### src/rtl/freq_comp_mult.sv
// Frequency-compensation multiplier: streams DFT bins through a complex multiply by
// per-bin factors read combinationally from the compensation ROM, three-stage pipeline.
module freq_comp_mult #(
    parameter int unsigned DW        = 16,
    parameter int unsigned AW        = 14,
    parameter int unsigned CW        = 13,
    parameter int unsigned FRAC      = 11,
    parameter int unsigned ROM_DEPTH = 9000
) (
    input  logic            clk,
    input  logic            rst_n,
    input  logic            start,
    input  logic [AW-1:0]   base_addr,
    input  logic [AW-1:0]   num_pts,
    output logic            busy,
    output logic            done,
    output logic            err_range,
    input  logic            in_valid,
    output logic            in_ready,
    input  logic [DW-1:0]   in_re,
    input  logic [DW-1:0]   in_im,
    output logic [AW-1:0]   rom_addr,
    input  logic [2*CW-1:0] rom_data,
    output logic            out_valid,
    input  logic            out_ready,
    output logic [DW-1:0]   out_re,
    output logic [DW-1:0]   out_im,
    output logic            out_last
);

    localparam int unsigned PW = DW + CW;
    localparam int unsigned RW = PW + 1;
    localparam logic signed [RW-1:0] MAXV  = RW'(2 ** (DW - 1) - 1);
    localparam logic signed [RW-1:0] MINV  = RW'(-(2 ** (DW - 1)));
    localparam logic signed [RW-1:0] RND   = RW'(2 ** (FRAC - 1));
    localparam logic [AW:0]          DEPTH = (AW + 1)'(ROM_DEPTH);

    typedef enum logic [1:0] {StIdle, StRun, StDrain} state_e;

    state_e state_q, state_d;
    logic [AW-1:0] base_q, num_q, cnt_q;
    logic          done_q, err_q;

    logic                 s1_v_q, s1_last_q;
    logic signed [DW-1:0] s1_re_q, s1_im_q;
    logic signed [CW-1:0] s1_c_q, s1_d_q;
    logic                 s2_v_q, s2_last_q;
    logic signed [PW-1:0] p_ac_q, p_bd_q, p_ad_q, p_bc_q;
    logic                 out_valid_q, out_last_q;
    logic [DW-1:0]        out_re_q, out_im_q;

    logic stall, in_hs, out_hs, last_in, range_bad;
    logic start_run, start_zero, start_bad;
    logic [AW:0] sum;
    logic signed [RW-1:0] pr, pi, pr_sh, pi_sh;

    assign stall      = out_valid_q & ~out_ready;
    assign in_hs      = in_valid & in_ready;
    assign out_hs     = out_valid_q & out_ready;
    assign last_in    = (cnt_q == num_q - AW'(1));
    assign sum        = {1'b0, base_addr} + {1'b0, num_pts};
    assign range_bad  = (sum > DEPTH);
    assign start_bad  = (state_q == StIdle) & start & range_bad;
    assign start_zero = (state_q == StIdle) & start & ~range_bad & (num_pts == '0);
    assign start_run  = (state_q == StIdle) & start & ~range_bad & (num_pts != '0);

    always_ff @(posedge clk) begin
        if (!rst_n) state_q <= StIdle;
        else        state_q <= state_d;
    end

    always_comb begin
        state_d = state_q;
        unique case (state_q)
            StIdle:  if (start_run) state_d = StRun;
            StRun:   if (in_hs && last_in) state_d = StDrain;
            StDrain: if (out_hs && out_last_q) state_d = StIdle;
            default: state_d = StIdle;
        endcase
    end

    always_comb begin
        busy     = (state_q != StIdle);
        in_ready = (state_q == StRun) & ~stall;
        unique case (state_q)
            StRun:   rom_addr = base_q + cnt_q;
            StDrain: rom_addr = base_q + cnt_q - AW'(1);
            default: rom_addr = '0;
        endcase
    end

    function automatic logic [DW-1:0] sat(input logic signed [RW-1:0] v);
        if (v > MAXV)      return MAXV[DW-1:0];
        else if (v < MINV) return MINV[DW-1:0];
        else               return v[DW-1:0];
    endfunction

    always_comb begin
        pr    = RW'(p_ac_q) - RW'(p_bd_q);
        pi    = RW'(p_ad_q) + RW'(p_bc_q);
        pr_sh = (pr + RND) >>> FRAC;
        pi_sh = (pi + RND) >>> FRAC;
    end

    always_ff @(posedge clk) begin
        if (!rst_n) begin
            base_q      <= '0;
            num_q       <= '0;
            cnt_q       <= '0;
            done_q      <= 1'b0;
            err_q       <= 1'b0;
            s1_v_q      <= 1'b0;
            s1_last_q   <= 1'b0;
            s1_re_q     <= '0;
            s1_im_q     <= '0;
            s1_c_q      <= '0;
            s1_d_q      <= '0;
            s2_v_q      <= 1'b0;
            s2_last_q   <= 1'b0;
            p_ac_q      <= '0;
            p_bd_q      <= '0;
            p_ad_q      <= '0;
            p_bc_q      <= '0;
            out_valid_q <= 1'b0;
            out_last_q  <= 1'b0;
            out_re_q    <= '0;
            out_im_q    <= '0;
        end else begin
            done_q <= start_zero | ((state_q == StDrain) & out_hs & out_last_q);
            err_q  <= start_bad;
            if (start_run) begin
                base_q <= base_addr;
                num_q  <= num_pts;
                cnt_q  <= '0;
            end else if (in_hs) begin
                cnt_q <= cnt_q + AW'(1);
            end
            // Whole pipeline freezes while the output is stalled.
            if (!stall) begin
                s1_v_q      <= in_hs;
                s1_last_q   <= in_hs & last_in;
                s1_re_q     <= in_re;
                s1_im_q     <= in_im;
                s1_c_q      <= rom_data[2*CW-1:CW];
                s1_d_q      <= rom_data[CW-1:0];
                s2_v_q      <= s1_v_q;
                s2_last_q   <= s1_last_q;
                p_ac_q      <= PW'(s1_re_q) * PW'(s1_c_q);
                p_bd_q      <= PW'(s1_im_q) * PW'(s1_d_q);
                p_ad_q      <= PW'(s1_re_q) * PW'(s1_d_q);
                p_bc_q      <= PW'(s1_im_q) * PW'(s1_c_q);
                out_valid_q <= s2_v_q;
                out_last_q  <= s2_last_q;
                out_re_q    <= sat(pr_sh);
                out_im_q    <= sat(pi_sh);
            end
        end
    end

    assign done      = done_q;
    assign err_range = err_q;
    assign out_valid = out_valid_q;
    assign out_last  = out_last_q;
    assign out_re    = out_re_q;
    assign out_im    = out_im_q;

endmodule
### config.mk
export PLATFORM = sky130hd
export DESIGN_NAME = freq_comp_mult
export DESIGN_NICKNAME = d
export VERILOG_FILES = /design/src/rtl/freq_comp_mult.sv
export SDC_FILE = /design/constraint.sdc
export NUM_CORES = 2
export LEC_CHECK = 0
export CELL_PAD_IN_SITES_DETAIL_PLACEMENT = 2
export CELL_PAD_IN_SITES_GLOBAL_PLACEMENT = 2
export CORE_MARGIN = 2
export CORE_UTILIZATION = 40
export CTS_CLUSTER_SIZE = 24
export DETAILED_ROUTE_END_ITERATION = 8
export PLACE_DENSITY = 0.91
export SLEW_MARGIN = 25
export SYNTH_ARGS = -nofsm -noshare
export SYNTH_HDL_FRONTEND = slang
export SYNTH_SLANG_ARGS = --single-unit
export TNS_END_PERCENT = 30
### constraint.sdc
create_clock -name clk -period 6.8 [get_ports clk]
set_clock_uncertainty 0.05 [all_clocks]
set_input_delay 1.36 -clock clk [delete_from_list [all_inputs] [get_ports clk]]
set_output_delay 1.36 -clock clk [all_outputs]
set_load 0.1 [all_outputs]
Word level (Yosys, flattened, before mapping)
Index checks and enable logic that the tools add are counted.
W data, S select, Z words.
- flip-flop bits (word level): 258
- input port bits: 91
- output and inout port bits: 52
- $add $sub $neg: 9
- $mul: 4
- $lt $le $gt $ge: 5
- equality and inequality tests: 6
- mux-type cells: 9
- bitwise operators: 17
- reduce and logical (&&, ||, !) cells: 8
- operator list (operator ; count):
    $mul A16 B13 Y29 ; 4
    $mux W16 ; 4
    $add A30 B12 Y30 const B ; 2
    $gt A19 B16 Y1 const B ; 2
    $lt A19 B16 Y1 const B ; 2
    $add A29 B29 Y30 ; 1
    $sub A29 B29 Y30 ; 1
    $pmux W14 S2 ; 1
    $sub A14 B1 Y14 const B ; 2
    $add A14 B14 Y15 ; 1
    $gt A15 B14 Y1 const B ; 1
    $add A14 B1 Y14 const B ; 1
    $add A14 B14 Y14 ; 1
    $eq A14 B14 Y1 ; 1
    $logic_not A14 Y1 ; 1
    $reduce_bool A14 Y1 ; 1
    $and A1 B1 Y1 ; 12
    $mux W2 ; 3
    $ne A2 B2 Y1 const B ; 3
    $pmux W2 S3 ; 1
    $not A1 Y1 ; 4
    $reduce_and A3 Y1 ; 1
    $eq A2 B1 Y1 const B ; 1
    $eq A2 B2 Y1 const B ; 1
    5 further kinds ; 6

Longest topological paths before layout
- depth in word-level cells: 8
- gate-level depth with buffers: 28
- gate-level depth less buffers: 26

Worst setup path before layout
Ideal clock, no wire load.
- kind: register to register
- from: register s1_im_q[15]
- to: register p_bd_q[28]
- library setup time: 0.132 ns
- arrival time: 6.011 ns
- data required time: 6.618 ns
- path slack: 0.607 ns
- stages on the path, launching flop included: 23
- path buffers: 2
- clock period less this slack: 6.193 ns
- cells stage by stage: dfxtp_1 > clkbuf_1 > clkbuf_1 > nand2_1 > fa_1 > fa_1 > inv_1 > fa_1 > fa_1 > fa_1 > ha_1 > ha_1 > a21o_1 > a21o_1 > a21oi_1 > o21bai_1 > a21oi_1 > inv_1 > a32o_1 > or4_1 > a31oi_1 > xnor2_1 > a21oi_1
- cells in the longest elaborated chain, start to end: 1
- RTL lines (item ; RTL line ; text):
    from (decl) ; 45 ; logic signed [DW-1:0] s1_re_q, s1_im_q;
    from (signal assigned) ; 143 ; s1_im_q <= in_im;
    $mul A16 B13 Y29 ; 149 ; p_bd_q <= PW'(s1_im_q) * PW'(s1_d_q);
    to (signal assigned) ; 149 ;
    to (decl) ; 48 ; logic signed [PW-1:0] p_ac_q, p_bd_q, p_ad_q, p_bc_q;
Every way passes these cells.
A chain may end at the register's enable or synchronous reset.

Worst setup path after layout
- from: register s1_c_q[1]
- to: register p_bc_q[20]
- cells in the longest elaborated chain, start to end: 1
- RTL lines (item ; RTL line ; text):
    from (decl) ; 46 ; logic signed [CW-1:0] s1_c_q, s1_d_q;
    from (signal assigned) ; 144 ; s1_c_q <= rom_data[2*CW-1:CW];
    $mul A16 B13 Y29 ; 151 ; p_bc_q <= PW'(s1_im_q) * PW'(s1_c_q);
    to (signal assigned) ; 151 ;
    to (decl) ; 48 ;
Every way passes these cells.

==> qor.txt <==
Routed Antenna Nets -> 0
I/O pin total -> 143
root buf cell -> clkbuf_16
clk_lat worst skew -> 0.71 ns
leading area contributor after synthesis -> fa_1
Hold Slack -> 0.4253 ns
max cap viols -> 0
first-pass GRT wire length -> 353.6 mm
largest net degree at the start of global routing -> 141
Post-Syn Instances -> 5049
Post-Syn Area -> 43860 sq um
Critical Path Start -> s1_c_q[1]$_SDFFE_PN0N_
RR Endpoint -> p_bc_q[20]$_SDFFE_PN0N_
area of the core -> 108900 sq um
worst r2r path cells -> 24
syn_nets -> 6358
vias -> 45.29k
Non-Filler Cell Area, Final -> 49880 sq um
worst reg-to-reg setup slack -> -1.25 ns
top cell family by delay on the critical path -> adder cells
Post-synth EDFFs -> 0
drt total wl -> 290.9 mm
Placer Congestion -> 0.8564
Clock Pin Slew Worst Setup and Hold Paths -> 0.07 ns
cells taking the most area after synthesis -> fa_1, ha_1, dfxtp_1
Pleak -> 24.12 nW
Synth cell types -> 83
Reg-to-Reg Start -> s1_c_q[1]$_SDFFE_PN0N_
hpwl dp -> 156.7 mm
antenna violations before repair -> 41
Warnings, synthesis -> 0
failing checks -> negative setup slack
most frequent cell after synthesis -> inv_1
CTS Buf Count -> 37
CP Data Arrival Time -> 8.52 ns
setup TNS -> -35.88 ns
Post-DP Area -> 47250 sq um
Critical Path Sink -> p_bc_q[20]$_SDFFE_PN0N_
Final Cycle Share -> 1.184
DRC -> 0
Async SR Flop Fraction -> 0
Iteration-0 DRC Markers -> 5500
FP Rows -> 121
cell count along the critical path -> 24
via/cell ratio -> 6.868
Largest stage delay, worst path -> 0.82 ns
total congestion overflow -> 0
Clock Sinks -> 258
Syn Area/Cell -> 8.688 sq um
HP Class -> register to register
Slew Viols, Final -> 0
Buf+Inv Stages, Crit Path -> 5
Die W -> 335.2 um
vias in the first global route -> 48.62k
CTS H-tree depth -> 2
power density over cell area -> 341.2 nW/um^2
critical path required time -> 7.27 ns
FF+latch count, synth -> 258
CP Max Fanout -> 14
DR WL/cell -> 44.11 um
share of layout cells above drive strength 1 -> 0.08723
die height -> 335.2 um
slowest CP cell -> fa_1
critical path launch point type -> register
post-synthesis sequential area ratio -> 0.1177
final setup fails -> 58
Main synth FF type -> dfxtp_1
worst path cell trace -> buf_12, nand2_1, fa_1, fa_1, fa_1, inv_1, ha_4, clkinvlp_4, fa_2, inv_1, ha_4, ha_4, a21oi_4, o21bai_2, a21oi_2, o21bai_1, a21oi_2, o211ai_1, buf_4, a21oi_1, o21bai_1, a21oi_1, xor2_1, o21ai_0
post-synth top area share -> 0.3569
area added between synthesis and finish -> 13.72%
Final Hold Viols -> 0
Max-slew headroom -> 0.1705
minimum clock period -> 8.054 ns
Max IR drop VDD -> 0.0002412 V
Crit. End Element -> register
Total GRT Usage -> 0.4407
TritonCTS clock tree -> yes
RSZ-0062 raised after global routing -> true
Least-Margin Pin Slew -> 1.244 ns
Layout Utilization -> 0.4582
# nets final -> 6441
buffers added on ports -> 142
status -> finished, violations left
Max Fclk -> 0.1242 GHz
Final WS setup -> -1.254 ns
Initial Util -> 0.4030
DIE AREA -> 112300 sq um
most instantiated cells after synthesis -> inv_1, nand2_1, fa_1, ha_1, and2_1
drt pass-1 iters -> 7
Crit Path Class -> register to register
CTS max path bufs -> 3
Hold Buf Count CTS -> 0
layout by cell type, fill, tap and decap left out, drive strengths merged, types with 12 or more instances in the layout:
cell           instances
a211oi                13
a21o                  55
a21oi                284
a31oi                 16
and2                 353
and3                  13
buf                  163
clkbuf                53
clkdlybuf4s50        137
clkinv                12
dfxtp                258
diode                 22
fa                   782
ha                   436
inv                  832
nand2                793
nand2b                56
nand3                 90
nand4                 21
nor2                 146
nor2b                 28
nor3                  33
o21a                  15
o21ai                148
o21bai                19
o22ai                 19
or3                   28
xnor2                120
xor2                  70
how the worst min path moves through the flow:
stage,start,to,slack [ns],cells past startpoint
final,s1_c_q[6]$_SDFFE_PN0N_,s1_c_q[6]$_SDFFE_PN0N_,0.43,2
after global routing,p_bc_q[9]$_SDFFE_PN0N_,p_bc_q[9]$_SDFFE_PN0N_,0.43,2
after CTS,s1_c_q[9]$_SDFFE_PN0N_,s1_c_q[9]$_SDFFE_PN0N_,0.41,2
after detailed placement,s1_c_q[9]$_SDFFE_PN0N_,s1_c_q[9]$_SDFFE_PN0N_,0.41,2
after global placement,s2_last_q$_SDFFE_PN0N_,s2_last_q$_SDFFE_PN0N_,0.39,2
after floorplan,p_ac_q[0]$_SDFFE_PN0N_,p_ac_q[0]$_SDFFE_PN0N_,0.38,2
where the power goes:
| part | switching, mW | internal (mW) |
|---|---|---|
| registers | 0.447 | 1.88 |
| logic | 8.38 | 4.09 |
| clock network | 1.03 | 1.19 |
| total | 9.86 | 7.16 |
per-stage QoR:
stage / instances / total power [mW] / setup WS (ns)
after floorplan: 5049 / 8.521 / 0.6066
after global placement: 6466 / 10.72 / 0.3076
after detailed placement: 6466 / 12.09 / -0.8270
after CTS: 6541 / 14.94 / -0.09491
after global routing: 6579 / 17.28 / -1.166
final: 6595 / 17.02 / -1.254
cells by family (layout without fill, tap and decap cells):
logic type,Yosys count,after routing,share of synthesized area
AO/OA/AOI/OAI,665,665,0.09171
XOR/XNOR,190,190,0.03811
adder cells (fa/ha/maj),1218,1218,0.4813
buffers and inverters,1099,1209,0.09444
flip-flops,258,258,0.1177
multiplexers,8,8,0.001854
other,0,22,0
AND/OR/NAND/NOR,1611,1611,0.1749
layout make-up:
type	count	area, sq um
clock buffer	49	1032
tap	1414	1769
multi-input combinational	3692	35290
clock inverter	17	187.7
timing repair buffer	304	3107
inverter	839	3183
sequential	258	5260
fill	11620	58970
antenna	22	55.05
per-layer routing:
| layer | GRT usage | part of all wire | up-vias | wire [um] |
|---|---|---|---|---|
| met3 | 0.1641 | 0.13 | 2431 | 38240 |
| met5 | 0.01129 | 0.0022 | - | 626 |
| li1 | - | - | 15900 | - |
| met4 | 0.3991 | 0.13 | 40 | 38580 |
| met2 | 0.6998 | 0.43 | 4582 | 123700 |
| met1 | 0.4530 | 0.31 | 22340 | 89720 |
sequential cells by signal, indices dropped and copies added, names as in the netlist, 2 cells and up:
register	count
base_q	14
out_im	16
cnt_q	14
s1_c_q	13
p_bd_q	29
state_q	2
s1_im_q	16
p_ad_q	29
out_re	16
p_bc_q	29
num_q	14
p_ac_q	29
s1_d_q	13
s1_re_q	16
timing repair:
action / CTS / global route
cloned: 0 / 3
pin swaps: 13 / 45
gates resized for setup: 85 / 206
endpoints found under the setup margin: 52 / 52
setup buffers: 9 / 29
tightest hold or removal path, stage by stage (launching register included):
cell and delay (ns):
dfxtp_1 0.32, nand2_1 0.06, a21oi_1 0.05
Note: power is estimated with default switching activity, not from simulation.
